### src/rtl/iommu_pkg.sv
// IOMMU shared constants.
// WSI source indices and default generator sizing.
package iommu_pkg;

    localparam int WSI_SRC_CIP      = 0;
    localparam int WSI_SRC_FIP      = 1;
    localparam int WSI_SRC_PMIP     = 2;
    localparam int WSI_SRC_PIP      = 3;

    localparam int WSI_N_SRC        = 4;
    localparam int WSI_N_VEC        = 16;
    localparam int WSI_VEC_W        = 4;
    localparam int WSI_PULSE_CYCLES = 4;

endpackage

### src/rtl/iommu_wsi_pulse_ctr.sv
// Per-vector WSI wire driver.
// Level pass-through or reloadable fixed-width pulse counter.
module iommu_wsi_pulse_ctr
    import iommu_pkg::*;
#(
    parameter int PULSE_CYCLES = WSI_PULSE_CYCLES
) (
    input  logic clk_i,
    input  logic rst_ni,
    input  logic load,
    input  logic clr,
    input  logic level_req,
    input  logic pulse_mode,
    output logic wsi
);

    localparam int CW = $clog2(PULSE_CYCLES + 1);

    logic [CW-1:0] cnt_q;
    logic [CW-1:0] cnt_d;

    // A reload while running restarts the full width, so pulses merge.
    always_comb begin
        cnt_d = cnt_q;
        if (clr) begin
            cnt_d = '0;
        end else if (pulse_mode && load) begin
            cnt_d = CW'(PULSE_CYCLES);
        end else if (cnt_q != '0) begin
            cnt_d = cnt_q - CW'(1);
        end
    end

    always_ff @(posedge clk_i or negedge rst_ni) begin
        if (!rst_ni) begin
            cnt_q <= '0;
            wsi   <= 1'b0;
        end else begin
            cnt_q <= cnt_d;
            wsi   <= pulse_mode ? (cnt_d != '0) : level_req;
        end
    end

endmodule

### src/rtl/iommu_wsi_gen.sv
// IOMMU wired-signalled interrupt generator.
// Maps ipsr pending sources onto WSI wires via icvec.
module iommu_wsi_gen
    import iommu_pkg::*;
#(
    parameter int N_SRC        = WSI_N_SRC,
    parameter int N_VEC        = WSI_N_VEC,
    parameter int VEC_W        = WSI_VEC_W,
    parameter int PULSE_CYCLES = WSI_PULSE_CYCLES
) (
    input  logic                   clk_i,
    input  logic                   rst_ni,
    input  logic                   wsi_en_i,
    input  logic                   pulse_mode_i,
    input  logic [N_SRC-1:0]       src_pend_i,
    input  logic [N_SRC-1:0]       src_mask_i,
    input  logic [N_SRC*VEC_W-1:0] src_vec_i,
    output logic [N_VEC-1:0]       wsi_wires_o,
    output logic                   vec_err_o
);

    logic [N_SRC-1:0] active;
    logic [N_SRC-1:0] vec_ok;
    logic [N_SRC-1:0] trig;
    logic [N_SRC-1:0] pend_q;
    logic [N_VEC-1:0] load;
    logic [N_VEC-1:0] level_req;
    logic             mode_q;
    logic             mode_vld_q;
    logic             mode_chg;
    logic             ctr_clr;

    always_comb begin
        active = src_pend_i & ~src_mask_i & {N_SRC{wsi_en_i}};
        trig   = active & ~pend_q;
        for (int s = 0; s < N_SRC; s++) begin
            vec_ok[s] = 32'(src_vec_i[s*VEC_W +: VEC_W]) < N_VEC;
        end
    end

    // Vector match implies range check, so bad vectors drive nothing.
    always_comb begin
        load      = '0;
        level_req = '0;
        for (int v = 0; v < N_VEC; v++) begin
            for (int s = 0; s < N_SRC; s++) begin
                if (src_vec_i[s*VEC_W +: VEC_W] == VEC_W'(v)) begin
                    if (active[s]) level_req[v] = 1'b1;
                    if (trig[s])   load[v]      = 1'b1;
                end
            end
        end
    end

    // First cycle out of reset has no prior mode to compare against.
    assign mode_chg = mode_vld_q && (mode_q != pulse_mode_i);
    assign ctr_clr  = !wsi_en_i || mode_chg;

    always_ff @(posedge clk_i or negedge rst_ni) begin
        if (!rst_ni) begin
            pend_q     <= '0;
            mode_q     <= 1'b0;
            mode_vld_q <= 1'b0;
            vec_err_o  <= 1'b0;
        end else begin
            pend_q     <= active;
            mode_q     <= pulse_mode_i;
            mode_vld_q <= 1'b1;
            vec_err_o  <= |(active & ~vec_ok);
        end
    end

    for (genvar v = 0; v < N_VEC; v++) begin : g_vec
        iommu_wsi_pulse_ctr #(
            .PULSE_CYCLES(PULSE_CYCLES)
        ) u_ctr (
            .clk_i      (clk_i),
            .rst_ni     (rst_ni),
            .load       (load[v]),
            .clr        (ctr_clr),
            .level_req  (level_req[v]),
            .pulse_mode (pulse_mode_i),
            .wsi        (wsi_wires_o[v])
        );
    end

endmodule
### config.mk
export PLATFORM = sky130hd
export DESIGN_NAME = iommu_wsi_gen
export DESIGN_NICKNAME = d
export VERILOG_FILES = /design/src/rtl/iommu_pkg.sv /design/src/rtl/iommu_wsi_pulse_ctr.sv /design/src/rtl/iommu_wsi_gen.sv
export SDC_FILE = /design/constraint.sdc
export NUM_CORES = 1
export LEC_CHECK = 0
export CAP_MARGIN = 15
export CORE_UTILIZATION = 58
export DETAILED_ROUTE_END_ITERATION = 6
export HOLD_SLACK_MARGIN = 0.08
export PLACE_DENSITY = 0.8
export SKIP_LAST_GASP = 1
export SYNTH_ARGS = -nofsm -noshare
export SYNTH_HDL_FRONTEND = slang
export SYNTH_HIERARCHICAL = 1
export SYNTH_SLANG_ARGS = --single-unit
export TNS_END_PERCENT = 10
### constraint.sdc
create_clock -name clk_i -period 2.7 [get_ports clk_i]
set_input_delay 0.54 -clock clk_i [delete_from_list [all_inputs] [get_ports clk_i]]
set_output_delay 0.54 -clock clk_i [all_outputs]
set_load 0.01 [all_outputs]
==> results of run 1 <==
==> power groups by stage <==
| stage | logic, W | clock network, W | registers [W] |
|---|---|---|---|
| floorplan | 0.00102 | 0 | 0.00137 |
| global placement | 0.00141 | 0 | 0.00135 |
| detailed placement | 0.00151 | 0 | 0.00137 |
| CTS | 0.00152 | 0.000713 | 0.00135 |
| global route | 0.00170 | 0.000752 | 0.00137 |
| finish | 0.00151 | 0.000696 | 0.00135 |
==> how the worst min path moves through the flow <==
stage	to	slack, ps	cells after the start
global route	g_vec[3].u_ctr/cnt_q[2]$_DFF_PN0_	510	2
global placement	g_vec[10].u_ctr/cnt_q[1]$_DFF_PN0_	530	2
finish	g_vec[7].u_ctr/cnt_q[1]$_DFF_PN0_	390	2
floorplan	g_vec[0].u_ctr/cnt_q[0]$_DFF_PN0_	240	0
CTS	g_vec[3].u_ctr/cnt_q[1]$_DFF_PN0_	430	2
detailed placement	g_vec[9].u_ctr/cnt_q[1]$_DFF_PN0_	530	2
==> metal layers <==
layer,GRT usage,routed length [µm],share of wire
met1,0.347,5030,0.42
met5,0,0,0
met3,0.0502,661,0.055
met4,0.124,318,0.026
met2,0.501,6090,0.50
==> kinds of logic (layout without fill, tap and decap cells) <==
logic type	count (synthesis)	after routing	synth area share
AO/OA/AOI/OAI	138	138	0.220
buffers and inverters	82	159	0.0738
XOR/XNOR	17	17	0.0295
other	2	2	0.00149
AND/OR/NAND/NOR	149	149	0.210
adder cells (fa/ha/maj)	48	48	0.119
flip-flops	70	70	0.347
==> final cells by class <==
type | count | area, µm² | share of cell area
Timing Repair Buffer | 79 | 691 | 0.117
Inverter | 65 | 244 | 0.0414
Clock inverter | 2 | 10.0 | 0.00170
Sequential cell | 70 | 1750 | 0.297
Tap cell | 105 | 131 | 0.0223
Multi-Input combinational cell | 354 | 2930 | 0.497
Clock buffer | 13 | 139 | 0.0236
==> registers in the layout, indices dropped and copies added (netlist names) <==
name,count
mode_q,1
pend_q,4
g_vec.u_ctr/cnt_q,48
g_vec.u_ctr/wsi,16
mode_vld_q,1
==> per-stage QoR <==
step / total power, W / utilization / cells / cell area, µm²
after floorplan: 0.00240 / - / 506 / 5050
after global placement: 0.00276 / 0.689 / 673 / 5750
after detailed placement: 0.00287 / 0.689 / 673 / 5750
after CTS: 0.00358 / 0.707 / 688 / 5900
after global routing: 0.00383 / 0.707 / 688 / 5900
final: 0.00355 / 0.707 / 688 / 5900
==> layout by cell type (no fill, tap or decap), drive strengths merged, types with 8 or more instances in the layout <==
master         Yosys  final
a21oi             16     16
dfrtp             70     70
o21ai             16     16
nor2              34     34
and4b             10     10
ha                48     48
buf               14     38
o32a              16     16
and4bb            11     11
a32oi             12     12
clkdlybuf4s50      0     41
and2b             16     16
a211oi            16     16
clkbuf             3     13
nor4b              8      8
xor2              17     17
inv               65     65
nand2             35     35
a22oi             44     44
a21o              16     16
==> run_results.csv, run 1 <==
group,metric,value,unit
critical_path,cpPeakStageDelay,540,ps
critical_path,critPathMaxFanout,9,
floorplanning,coreArea,8340,µm²
critical_path,start_kind,"primary input",
timing,skew,7.99,ps
synthesis,yosysUniqueCellTypes,45,
place,dp_hpwl,9010,µm
synthesis,synth_seq_area_share,0.347,
critical_path,cp_slowest_cell,"clkdlybuf4s50_1",
power_and_ir_drop,clock_power_share,0.196,
critical_path,cp_num_cells,8,
place,place_ws,18.3,ps
synthesis,yosysMostFrequentCell,"dfrtp_1",
critical_path,end_kind,"register",
critical_path,cp-endpoint,"g_vec[13].u_ctr/wsi$_DFF_PN0_",
power_and_ir_drop,power_frac_comb,0.425,
synthesis,yosys_warnings,6,
finish,nets,655,
finish,diodes,0,
power_and_ir_drop,p_leak,2.86,nW
critical_path,crit_type,"primary input to register",
timing,final.period_utilization,0.878,
finish,layout-drive-gt1-share,0.202,
timing,setup_violations,0,
timing,timing.hold.ws,387,ps
power_and_ir_drop,p_int,0.00228,W
clocking,ctsHoldBuffers,0,
critical_path,r2r_slack,730,ps
clocking,path_clk_slew,70,ps
timing,setup_ws,329,ps
route,via_per_inst,6.17,
synthesis,synth_edf_count,0,
timing,clock.fmax,422,MHz
synthesis,synthFlopType,"dfrtp_1",
route,drt_iter0_drc,344,
global_routing,grt_max_degree,71,
run_status,status,"completed",
critical_path,cp_top_family,"buffers and inverters",
power_and_ir_drop,power_density,603,nW/µm²
synthesis,netlist_instances,506,
global_routing,antenna_found_initial,0,
route,drtAntennaViolNets,0,
timing,hold_violations,0,
timing,rsz0062_at_grt,"no",
synthesis,synthesis.area,5050,µm²
floorplanning,rows,33,
power_and_ir_drop,netSwitchingFraction,0.357,
synthesis,yosys_register_bits,70,
clocking,cts_made_buffers,9,
route,dr.pass1.iters,7,
synthesis,syn_avg_cell_area,9.99,µm²
global_routing,grt_pass1_wl,19900,µm
clocking,root_buffer,"clkbuf_8",
route,wl_per_cell,17.6,µm
critical_path,cp_num_buf_inv,2,
floorplanning,start_util,0.606,
place,place_congestion,0.993,
timing,fin_tns_setup,0,ps
critical_path,critPathLaunch,"wsi_en_i",
flow_run,maxCapViolations,0,
timing,tightest_slew,872,ps
timing,drv_slew,0,
timing,min_period,2370,ps
route,num_vias,4244,
worst_hold_path,hp-class,"primary input to asynchronous set/reset pin",
clocking,clock-sinks,70,
synthesis,mappedNetlistNets,582,
global_routing,gr-total-overflow,0,
synthesis,synth_area_leader_cell,"dfrtp_1",
floorplanning,die_w,95.4,µm
synthesis,async_reset_ff_frac,1.00,
clocking,cts_buffer_depth,2,
clocking,cts.repair.resized,0,
power_and_ir_drop,ir_worst_vdd,0.000401,V
route,drcViolationCount,0,
synthesis,synth_common_cells,"dfrtp_1, inv_1, ha_1",
critical_path,reg2regPathDepth,6,
route,drt-total-wl,12100,µm
critical_path,path_cells,"clkdlybuf4s50_1 -> and4b_1 -> buf_4 -> a22oi_1 -> nand2_1 -> a21o_1 -> a211oi_2 -> o32a_2",
finish,fillers,648,
critical_path,arrival,2610,ps
clocking,htreeDepth,3,
floorplanning,dieArea,9090,µm²
finish,syn_to_final_growth,16.7,%
critical_path,cp.required,2940,ps
floorplanning,die_height,95.4,µm
global_routing,grt_pass1_vias,4212,
power_and_ir_drop,p_seq_frac,0.379,
critical_path,r2r-start,"pend_q[0]$_DFF_PN0_",
clocking,cts_tree,"done",
synthesis,synth_top_area_share,0.347,
clocking,clk_latency,350,ps
place,numPortBuffers,43,
critical_path,rr_endpoint,"g_vec[5].u_ctr/wsi$_DFF_PN0_",
synthesis,netlist_top_cells_area,"dfrtp_1, ha_1, a22oi_1",
clocking,post_cts_buffers,0,
floorplanning,ioPinCount,45,
timing,maxSlewHeadroom,0.419,
global_routing,grt_use_total,0.288,
power_and_ir_drop,power.switching,0.00127,W
Note: power is estimated with default switching activity, not from simulation.
==> inputs of run 2 (changes only) <==
--- a/config.mk
+++ b/config.mk
@@ -9,7 +9,9 @@
 export CORE_UTILIZATION = 58
 export DETAILED_ROUTE_END_ITERATION = 6
 export HOLD_SLACK_MARGIN = 0.08
+export MAX_ROUTING_LAYER = met4
 export PLACE_DENSITY = 0.8
+export SKIP_CTS_REPAIR_TIMING = 1
 export SKIP_LAST_GASP = 1
 export SYNTH_ARGS = -nofsm -noshare
 export SYNTH_HDL_FRONTEND = slang
==> run_results.csv, run 2 (synthesized netlist as in run 1, its figures left out) <==
group,metric,value,unit
worst_hold_path,hp-class,"primary input to asynchronous set/reset pin",
critical_path,reg2regPathDepth,6,
global_routing,gr-total-overflow,0,
critical_path,cp_slowest_cell,"clkdlybuf4s50_1",
timing,maxSlewHeadroom,0.399,
power_and_ir_drop,ir_worst_vdd,0.000515,V
place,dp_hpwl,9080,µm
power_and_ir_drop,power_frac_comb,0.407,
timing,drv_slew,0,
finish,stdcell_count,691,
timing,final.period_utilization,0.876,
critical_path,start_kind,"primary input",
critical_path,path_cells,"clkdlybuf4s50_1 -> and4b_1 -> buf_4 -> a22oi_1 -> nand2_1 -> a21o_1 -> a211oi_2 -> o32a_2",
power_and_ir_drop,clock_power_share,0.233,
floorplanning,dieArea,9090,µm²
power_and_ir_drop,p_int,0.00244,W
critical_path,r2r_slack,710,ps
finish,regMostFlops,"g_vec.u_ctr/cnt_q",
critical_path,cp-endpoint,"g_vec[13].u_ctr/wsi$_DFF_PN0_",
critical_path,crit_type,"primary input to register",
route,via_per_inst,6.07,
clocking,path_clk_slew,70,ps
clocking,clk_latency,340,ps
timing,min_period,2370,ps
clocking,root_buffer,"clkbuf_8",
place,place_ws,23.8,ps
power_and_ir_drop,netSwitchingFraction,0.349,
finish,seqCellArea,1750,µm²
clocking,cts_buffer_depth,2,
place,place_congestion,0.969,
route,drcViolationCount,0,
run_status,status,"completed",
floorplanning,start_util,0.606,
timing,hold_violations,0,
route,drt_iter0_drc,354,
clocking,cts_tree,"done",
global_routing,grt_pass1_vias,4193,
critical_path,critPathLaunch,"wsi_en_i",
finish,largest_reg_flops,48,
place,dpl-instance-area,5760,µm²
timing,fin_tns_setup,0,ps
clocking,clock-sinks,70,
critical_path,r2r-start,"pend_q[0]$_DFF_PN0_",
timing,tightest_slew,902,ps
timing,skew,7.91,ps
finish,fin_area,5970,µm²
route,dr.pass1.iters,5,
timing,clock.fmax,423,MHz
finish,nets,657,
finish,syn_to_final_growth,18.1,%
power_and_ir_drop,p_seq_frac,0.360,
finish,layout-drive-gt1-share,0.213,
power_and_ir_drop,p_leak,2.89,nW
finish,diodes,0,
global_routing,grt_use_total,0.291,
route,drt-total-wl,12100,µm
place,dp_cells,675,
power_and_ir_drop,power_density,627,nW/µm²
critical_path,cp.required,2930,ps
finish,multi_input_area,2930,µm²
critical_path,critPathMaxFanout,9,
clocking,htreeDepth,3,
timing,rsz0062_at_grt,"no",
critical_path,end_kind,"register",
finish,final_cell_mix,"dfrtp_1, inv_1, ha_1",
timing,timing.hold.ws,366,ps
floorplanning,ioPinCount,45,
finish,final_common_cell,"dfrtp_1",
global_routing,grt_max_degree,71,
finish,fillers,653,
clocking,cts_made_buffers,9,
timing,setup_violations,0,
floorplanning,rows,33,
critical_path,rr_endpoint,"g_vec[1].u_ctr/wsi$_DFF_PN0_",
power_and_ir_drop,power.switching,0.00131,W
critical_path,arrival,2590,ps
route,wl_per_cell,17.6,µm
finish,reg_top3,"g_vec.u_ctr/cnt_q x48, g_vec.u_ctr/wsi x16, pend_q x4",
floorplanning,die_height,95.4,µm
place,numPortBuffers,43,
floorplanning,coreArea,8340,µm²
route,num_vias,4191,
global_routing,antenna_found_initial,0,
global_routing,grt_pass1_wl,19600,µm
timing,setup_ws,335,ps
route,drtAntennaViolNets,0,
floorplanning,die_w,95.4,µm
critical_path,cpPeakStageDelay,530,ps
flow_run,maxCapViolations,0,
run 2: worst min-delay path by stage:
stage | start | end | cells after the start
CTS | rst_ni | g_vec[3].u_ctr/cnt_q[0]$_DFF_PN0_ | 2
global placement | g_vec[10].u_ctr/cnt_q[1]$_DFF_PN0_ | g_vec[10].u_ctr/cnt_q[1]$_DFF_PN0_ | 2
finish | rst_ni | g_vec[15].u_ctr/wsi$_DFF_PN0_ | 2
floorplan | rst_ni | g_vec[0].u_ctr/cnt_q[0]$_DFF_PN0_ | 0
global route | rst_ni | g_vec[3].u_ctr/cnt_q[1]$_DFF_PN0_ | 2
detailed placement | g_vec[9].u_ctr/cnt_q[1]$_DFF_PN0_ | g_vec[9].u_ctr/cnt_q[1]$_DFF_PN0_ | 2
run 2: power groups by stage:
| stage | registers (W) | logic (W) | clock network [W] |
|---|---|---|---|
| 2_1_floorplan | 0.00137 | 0.00102 | 0 |
| 3_3_place_gp | 0.00135 | 0.00141 | 0 |
| 3_5_place_dp | 0.00137 | 0.00151 | 0 |
| 4_1_cts | 0.00135 | 0.00153 | 0.000893 |
| 5_1_grt | 0.00137 | 0.00171 | 0.000930 |
| 6_report | 0.00135 | 0.00152 | 0.000872 |
run 2: layout make-up:
cell class                 count  share of cell area
tap                          105              0.0220
sequential                    70               0.293
inverter                      65              0.0409
timing repair buffer          81               0.118
clock inverter                 5             0.00964
clock buffer                  11              0.0254
multi-input combinational    354               0.491
run 2: metal layers:
layer,track usage,share of wire,wire length (µm),up-vias
li1,-,-,-,1988
met1,0.330,0.42,5060,2045
met2,0.511,0.52,6300,129
met3,0.0502,0.043,528,29
met4,0.109,0.021,257,0
met5,-,0,0,-
run 2: critical path: cells and delay by family:
kind	cells	cell delay, ps
AO/OA/AOI/OAI	4	690
buffers and inverters	2	750
AND/OR/NAND/NOR	2	610
run 2: stage by stage:
stage	util	power, W
finish	0.716	0.00374
global route	0.716	0.00401
CTS	0.716	0.00377
detailed placement	0.691	0.00288
global placement	0.691	0.00276
floorplan	-	0.00240
